$ cat src/rtl/d_flop_debounce_if.sv
// Bus for the d_flop debounce stage: raw bit and controls in, debounced level,
// edge pulses and the rising-edge counter out.
interface d_flop_debounce_if #(
   parameter int CNT_W = 8
);
   logic             din;
   logic             en;
   logic             clr;
   logic             dout;
   logic             rise;
   logic             fall;
   logic [CNT_W-1:0] edge_cnt;
   logic             cnt_ovf;

   modport master (
      output din, en, clr,
      input  dout, rise, fall, edge_cnt, cnt_ovf
   );

   modport slave (
      input  din, en, clr,
      output dout, rise, fall, edge_cnt, cnt_ovf
   );
endinterface

$ cat src/rtl/d_flop_debounce.sv
// Debounces the d_flop q output: a new level is accepted only after STABLE_CYCLES
// consecutive samples, with registered rise/fall pulses and a saturating rise counter.
module d_flop_debounce #(
   parameter int STABLE_CYCLES = 4,
   parameter int CNT_W         = 8
) (
   input  logic               clk,
   input  logic               rstn,
   d_flop_debounce_if.slave   bus
);

   localparam int RUN_W = (STABLE_CYCLES > 1) ? $clog2(STABLE_CYCLES) : 1;
   localparam logic [RUN_W-1:0] RUN_LAST = RUN_W'(STABLE_CYCLES - 1);
   localparam logic [CNT_W-1:0] CNT_MAX  = '1;

   typedef enum logic [1:0] {
      ST_LO   = 2'd0,
      PEND_HI = 2'd1,
      ST_HI   = 2'd2,
      PEND_LO = 2'd3
   } state_t;

   state_t           state, state_nxt;
   logic [RUN_W-1:0] run, run_nxt;
   logic             din_r;
   logic             rise_q, fall_q;
   logic             rise_nxt, fall_nxt;
   logic [CNT_W-1:0] edge_cnt;
   logic             cnt_ovf;

   always_ff @(posedge clk or negedge rstn) begin
      if (!rstn) begin
         din_r  <= 1'b0;
         state  <= ST_LO;
         run    <= '0;
         rise_q <= 1'b0;
         fall_q <= 1'b0;
      end else begin
         din_r  <= bus.din;
         state  <= state_nxt;
         run    <= run_nxt;
         rise_q <= rise_nxt;
         fall_q <= fall_nxt;
      end
   end

   // The entry into a pending state already counts as the first stable sample.
   always_comb begin
      state_nxt = state;
      run_nxt   = run;
      rise_nxt  = 1'b0;
      fall_nxt  = 1'b0;
      case (state)
         ST_LO: begin
            if (din_r) begin
               state_nxt = PEND_HI;
               run_nxt   = RUN_W'(1);
            end
         end
         PEND_HI: begin
            if (!din_r) begin
               state_nxt = ST_LO;
               run_nxt   = '0;
            end else if (run == RUN_LAST) begin
               state_nxt = ST_HI;
               run_nxt   = '0;
               rise_nxt  = 1'b1;
            end else begin
               run_nxt   = run + RUN_W'(1);
            end
         end
         ST_HI: begin
            if (!din_r) begin
               state_nxt = PEND_LO;
               run_nxt   = RUN_W'(1);
            end
         end
         PEND_LO: begin
            if (din_r) begin
               state_nxt = ST_HI;
               run_nxt   = '0;
            end else if (run == RUN_LAST) begin
               state_nxt = ST_LO;
               run_nxt   = '0;
               fall_nxt  = 1'b1;
            end else begin
               run_nxt   = run + RUN_W'(1);
            end
         end
         default: begin
            state_nxt = ST_LO;
            run_nxt   = '0;
         end
      endcase
   end

   // Clear wins over a rise accepted on the same edge; that rise is simply not counted.
   always_ff @(posedge clk or negedge rstn) begin
      if (!rstn) begin
         edge_cnt <= '0;
         cnt_ovf  <= 1'b0;
      end else if (bus.clr) begin
         edge_cnt <= '0;
         cnt_ovf  <= 1'b0;
      end else if (bus.en && rise_nxt) begin
         if (edge_cnt != CNT_MAX) begin
            edge_cnt <= edge_cnt + CNT_W'(1);
         end else begin
            cnt_ovf  <= 1'b1;
         end
      end
   end

   assign bus.dout     = (state == ST_HI) || (state == PEND_LO);
   assign bus.rise     = rise_q;
   assign bus.fall     = fall_q;
   assign bus.edge_cnt = edge_cnt;
   assign bus.cnt_ovf  = cnt_ovf;

endmodule

$ cat src/flat_wrapper.sv
// flat-port wrapper written by rule: the top's interface ports become plain ports
module d_flop_debounce_flat 
#(
   parameter int STABLE_CYCLES = 4,
   parameter int CNT_W         = 8
)
  (clk, rstn, bus_din, bus_en, bus_clr, bus_dout, bus_rise, bus_fall, bus_edge_cnt, bus_cnt_ovf);
  d_flop_debounce_if #(.CNT_W(CNT_W)) bus_i ();
  input  logic clk;
  input  logic rstn;
  input wire logic [$bits(bus_i.din)-1:0] bus_din;
  input wire logic [$bits(bus_i.en)-1:0] bus_en;
  input wire logic [$bits(bus_i.clr)-1:0] bus_clr;
  output wire logic [$bits(bus_i.dout)-1:0] bus_dout;
  output wire logic [$bits(bus_i.rise)-1:0] bus_rise;
  output wire logic [$bits(bus_i.fall)-1:0] bus_fall;
  output wire logic [$bits(bus_i.edge_cnt)-1:0] bus_edge_cnt;
  output wire logic [$bits(bus_i.cnt_ovf)-1:0] bus_cnt_ovf;
  assign bus_i.din = bus_din;
  assign bus_i.en = bus_en;
  assign bus_i.clr = bus_clr;
  assign bus_dout = bus_i.dout;
  assign bus_rise = bus_i.rise;
  assign bus_fall = bus_i.fall;
  assign bus_edge_cnt = bus_i.edge_cnt;
  assign bus_cnt_ovf = bus_i.cnt_ovf;
  d_flop_debounce #(.STABLE_CYCLES(STABLE_CYCLES), .CNT_W(CNT_W)) u_core (.clk(clk), .rstn(rstn), .bus(bus_i));
endmodule
$ cat config.mk
export PLATFORM = sky130hd
export DESIGN_NAME = d_flop_debounce_flat
export DESIGN_NICKNAME = d
export VERILOG_FILES = /design/src/rtl/d_flop_debounce_if.sv /design/src/rtl/d_flop_debounce.sv /design/src/flat_wrapper.sv
export SDC_FILE = /design/constraint.sdc
export NUM_CORES = 1
export LEC_CHECK = 0
export CAP_MARGIN = 10
export CORE_MARGIN = 1
export CORE_UTILIZATION = 45
export DETAILED_ROUTE_END_ITERATION = 10
export MAX_ROUTING_LAYER = met4
export PLACE_DENSITY = 0.76
export SLEW_MARGIN = 20
export SYNTH_ARGS = -nofsm -noshare
export SYNTH_HDL_FRONTEND = slang
export SYNTH_SLANG_ARGS = --single-unit
$ cat constraint.sdc
create_clock -name clk -period 2.37 [get_ports clk]
set_clock_uncertainty 0.1 [all_clocks]
set_input_delay 0.3555 -clock clk [delete_from_list [all_inputs] [get_ports clk]]
set_output_delay 0.3555 -clock clk [all_outputs]
set_load 0.02 [all_outputs]
# After elaboration in Yosys (flattened, before gate mapping)
# Index checks and enable logic that the tools add are counted.
[word_totals]
register_bits = 16
output_inout_bits = 12
[op_classes]
reduce_logical = 9
mux = 23
eq_ne = 10
add_sub_neg = 2
[op_table]
columns = ["cell", "n"]
rows = [
  ["two-way mux 8 bit", 3],
  ["two-way mux 2 bit", 10],
  ["case mux 2 bit (4 select lines)", 2],
  ["adder 8 x 1 -> 8 bit, second input constant", 1],
  ["two-way mux 1 bit", 8],
  ["!= test 8 bit, second input constant", 1],
  ["== test 2 bit, second input constant", 3],
  ["AND reduction 2 bit", 3],
  ["!= test 2 bit, second input constant", 2],
  ["AND reduction 4 bit", 1],
  ["nonzero test 2 bit", 2],
  ["!= test 3 x 1 -> 1 bit, second input constant", 1],
  ["!= test 3 bit, second input constant", 1],
  ["adder 2 x 1 -> 2 bit, second input constant", 1],
  ["== test 2 x 1 -> 1 bit, second input constant", 1],
  ["zero test 2 bit", 1],
  ["!= test 2 x 1 -> 1 bit, second input constant", 1],
  ["logical AND 1 bit", 1],
  ["logical OR 1 bit", 1],
]

# Depth between registers and ports, before layout
[logic_depth]
ltp_word = 7
ltp_mapped = 6

# Worst setup path before layout
# OpenSTA, ideal clock, no wires.
[synth_timing]
path_kind = "register to register"
from = "reg u_core.edge_cnt[0], in the netlist u_core.bus.edge_cnt[0]"
to = "reg u_core.edge_cnt[5], in the netlist u_core.bus.edge_cnt[5]"
setup_ns = 0.078
stages_incl_launch_ff = 6
required_time_ns = 2.192
n_path_buf = 0
arrival_time_ns = 1.612
setup_slack_ns = 0.580
cell_sequence = "dfrtp_1 -> ha_1 -> nand3_1 -> o211ai_4 -> or4_1 -> a21oi_1"
[synth_via]
elab_chain_cells = 4
elab_cells_between_ends = 7
[synth_lines]
columns = ["item", "line", "source"]
rows = [
  ["from (decl)", "d_flop_debounce.sv:28", "logic [CNT_W-1:0] edge_cnt;"],
  ["from (signal assigned)", "d_flop_debounce.sv:107", "edge_cnt <= edge_cnt + CNT_W'(1);"],
  ["adder 8 x 1 -> 8 bit", "d_flop_debounce.sv:107", ""],
  ["two-way mux 8 bit", "d_flop_debounce.sv:106", "if (edge_cnt != CNT_MAX) begin"],
  ["two-way mux 8 bit", "d_flop_debounce.sv:105", "end else if (bus.en && rise_nxt) begin"],
  ["two-way mux 8 bit", "d_flop_debounce.sv:102", "end else if (bus.clr) begin"],
]
# Several ways; a longest one is shown, not always the timed one. The select of a mux whose other input is x is not followed.
# A chain may end at the register's enable or synchronous reset.

# Worst setup path in the final report
[layout_timing]
from = "reg u_core.run[0]"
to = "reg u_core.edge_cnt[7], in the netlist u_core.bus.edge_cnt[7]"
[layout_via]
elab_chain_cells = 7
[layout_lines]
columns = ["item", "line", "source"]
rows = [
  ["from (decl)", "d_flop_debounce.sv:24", "logic [RUN_W-1:0] run, run_nxt;"],
  ["from (signal assigned)", "d_flop_debounce.sv:41", "run <= run_nxt;"],
  ["== test 2 bit", "d_flop_debounce.sv:64", "end else if (run == RUN_LAST) begin"],
  ["two-way mux 1 bit", "d_flop_debounce.sv:64", ""],
  ["two-way mux 1 bit", "d_flop_debounce.sv:61", "if (!din_r) begin"],
  ["two-way mux 1 bit", "d_flop_debounce.sv:53", "case (state)"],
  ["logical AND 1 bit", "d_flop_debounce.sv:105", ""],
  ["nonzero test 2 bit (no line)", "-", ""],
  ["AND reduction 2 bit (no line)", "-", ""],
]
# Every way passes these cells.

==> flow_summary.toml <==
[clock_tree]
clk-insertion-delay-late_ps = 280
clock-sinks = 16
htreeDepth = 1
clkTransAtPathRegs_ps = 90
cts_buffers = 3
clockBufferDepth = 2
postCtsSetupBuffers = 0
ctsResizeCount = 0
clockRootBuffer = "clkbuf_4"
postCtsHoldBufs = 0
cts_tree = "done"

[detailed_routing]
routed_wl_um = 1420
postRouteAntennaNets = 0
drc = 0
via_per_inst = 5.90
first_pass_iters = 3
wl_per_cell_um = 14.5
first_iter_violations = 13
num_vias = 578

[yosys]
synth_area_leaders = "dfrtp_1, mux2i_1, nor2_1"
synth_top_area_share = 0.533
syn_avg_cell_area_um2 = 11.4
yosysSeqAreaShare = 0.533
ys_seq_elements = 16
post-synth-top-area-cell = "dfrtp_1"
synthesis.area_um2 = 751
ys_types = 26
syn_inst = 66
yosysWarningCount = 0
synth_nets = 73

[setup_path]
endpoint = "u_core.bus.edge_cnt[7]$_DFFE_PN0P_"
end_kind = "register"
r2r_start = "u_core.run[0]$_DFFE_PN0P_"
cp.arrival_ps = 2060
rr_worst_depth = 5
critPathLaunchType = "register"
worstPathRequired_ps = 2470
cp_cell_sequence = "ha_1 > and4b_1 > o211ai_4 > or4_1 > a21oi_1"
reg2reg_to = "u_core.bus.edge_cnt[7]$_DFFE_PN0P_"
critPathTopFamily = "simple AND/OR/NAND/NOR gates"
cp_num_buf_inv = 0
worst_path_largest_cell_delay_ps = 490
reg2reg_slack_ps = 410
path_depth = 5
path_class = "register to register"
cp-startpoint = "u_core.run[0]$_DFFE_PN0P_"
cp_max_fo = 8
cp_slowest_cell = "or4_1"

[layout]
diodes = 0
drive_gt1_frac = 0.0732
area_delta_synth_final_pct = 23.7
final_cell_mix = "dfrtp_1, clkdlybuf4s50_1, nor2_1"
fin_nets = 91

[hold_path]
hold_path_class = "primary input to asynchronous set/reset pin"

[floorplan]
die_w_um = 42.8
die_h_um = 42.8
ioPinCount = 17
die_area_um2 = 1840
rows = 14
initial_core_util = 0.493
core_area_um2 = 1520

[grt]
grt_pass1_wl_um = 2660
overflow = 0
grt_max_degree = 17
grt_pass1_vias = 600
track_usage = 0.203
antenna_found_initial = 0

[power]
powerDensity_nw_per_um2 = 660
ir_drop_mv = 0.489
p_leak_nw = 0.399

[timing]
max_freq_mhz = 510
worst_slack_ps = 410
rsz0062_at_grt = "no"
max_slew_margin = 0.541
setup_viol = 0
hold_viol = 0
worstMarginPinSlew_ps = 686
finalCritPeriodShare = 0.827
tns_ps = 0
finalCriticalPeriod_ps = 1960
slew_viol_final = 0

[placement]
gp_congestion = 0.743
pre_cts_slack_ps = 431
portBuffers = 16

[run_status]
outcome = "completed"

[run]
max_cap_violations = 0
==> cells in the mapped netlist <==
master         number
o21ai_0             4
xor2_1              3
mux2_2              1
o2111ai_1           1
o211ai_4            1
ha_1                2
nand3_1             3
and3_1              1
and4b_1             1
a31oi_1             1
nand2b_1            2
o31ai_1             2
nor3b_1             1
mux2i_1             3
or4_1               2
nand4_1             3
nor2_1              7
o21a_1              1
and2_1              2
buf_1               1
a21oi_1             3
dfrtp_1            16
or3_2               1
dlygate4sd3_1       1
nand2_1             2
buf_6               1
==> metal layers <==
metal  GRT usage  share of wire  wire, um  vias to the layer above
met4      0.0688          0.011        15                        0
met5           -              0         0                        -
met2       0.306           0.47       668                       13
met1       0.243           0.46       653                      289
met3      0.0894          0.056        80                        2
li1            -              -         -                      274
==> where the power goes <==
group / internal [mW] / switching, mW / total, mW
Clock: 0.0589 / 0.0787 / 0.138
Sequential: 0.308 / 0.0349 / 0.343
Combinational: 0.0694 / 0.0626 / 0.132
Total: 0.436 / 0.176 / 0.613
==> sequential cells by signal, indices dropped and copies added (netlist names), named ones only <==
name,count
u_core.bus.rise,1
u_core.din_r,1
u_core.run,2
u_core.bus.fall,1
u_core.bus.edge_cnt,8
u_core.bus.cnt_ovf,1
u_core.state,1
==> stage by stage <==
stage          instance area, um2  power, mW  std cells   util  hold WS, ps
6_report                      928      0.613         98  0.609          383
5_1_grt                       928      0.656         98  0.609          386
4_1_cts                       928      0.617         98  0.609          405
3_5_place_dp                  906      0.481         95  0.594          394
3_3_place_gp                  906      0.470         95  0.594          378
2_1_floorplan                 751      0.439         66      -        -40.1
==> worst min path at each step <==
stage | endpoint | cells after the start | startpoint | slack, ps
global route | u_core.din_r$_DFF_PN0_ | 1 | bus_din | 390
finish | u_core.bus.edge_cnt[2]$_DFFE_PN0P_ | 1 | rstn | 380
CTS | u_core.bus.fall$_DFF_PN0_ | 1 | u_core.din_r$_DFF_PN0_ | 410
global placement | u_core.bus.cnt_ovf$_DFFE_PN0P_ | 2 | u_core.bus.cnt_ovf$_DFFE_PN0P_ | 380
floorplan | asynchronous set/reset pin | 0 | rstn | -40
detailed placement | u_core.bus.fall$_DFF_PN0_ | 1 | u_core.din_r$_DFF_PN0_ | 390
==> logic make-up (layout without fill, tap and decap cells) <==
logic type                 after synthesis  count (layout)  share of synthesized area
and+or+nand+nor                         25              25                      0.185
DFF                                     16              16                      0.533
buffers and inverters                    3              19                     0.0333
xor gates and xnor gates                 3               3                     0.0350
AOI/OAI and AO/OA                       13              13                      0.125
adders and majority gates                2               2                     0.0333
muxes                                    4               4                     0.0550
==> worst reg2reg max path, stage by stage, from the launching register on <==
cell and delay [ps]:
dfrtp_1 380, ha_1 200, and4b_1 380, o211ai_4 170
or4_1 490, a21oi_1 160
==> final cells by class <==
class / instances / area, um2
Fill cell: 135 / 596
Timing Repair Buffer: 16 / 160
Clock buffer: 3 / 22.5
Tap cell: 16 / 20.0
Sequential cell: 16 / 400
Multi-Input combinational cell: 47 / 325
Note: power is estimated with default switching activity, not from simulation.
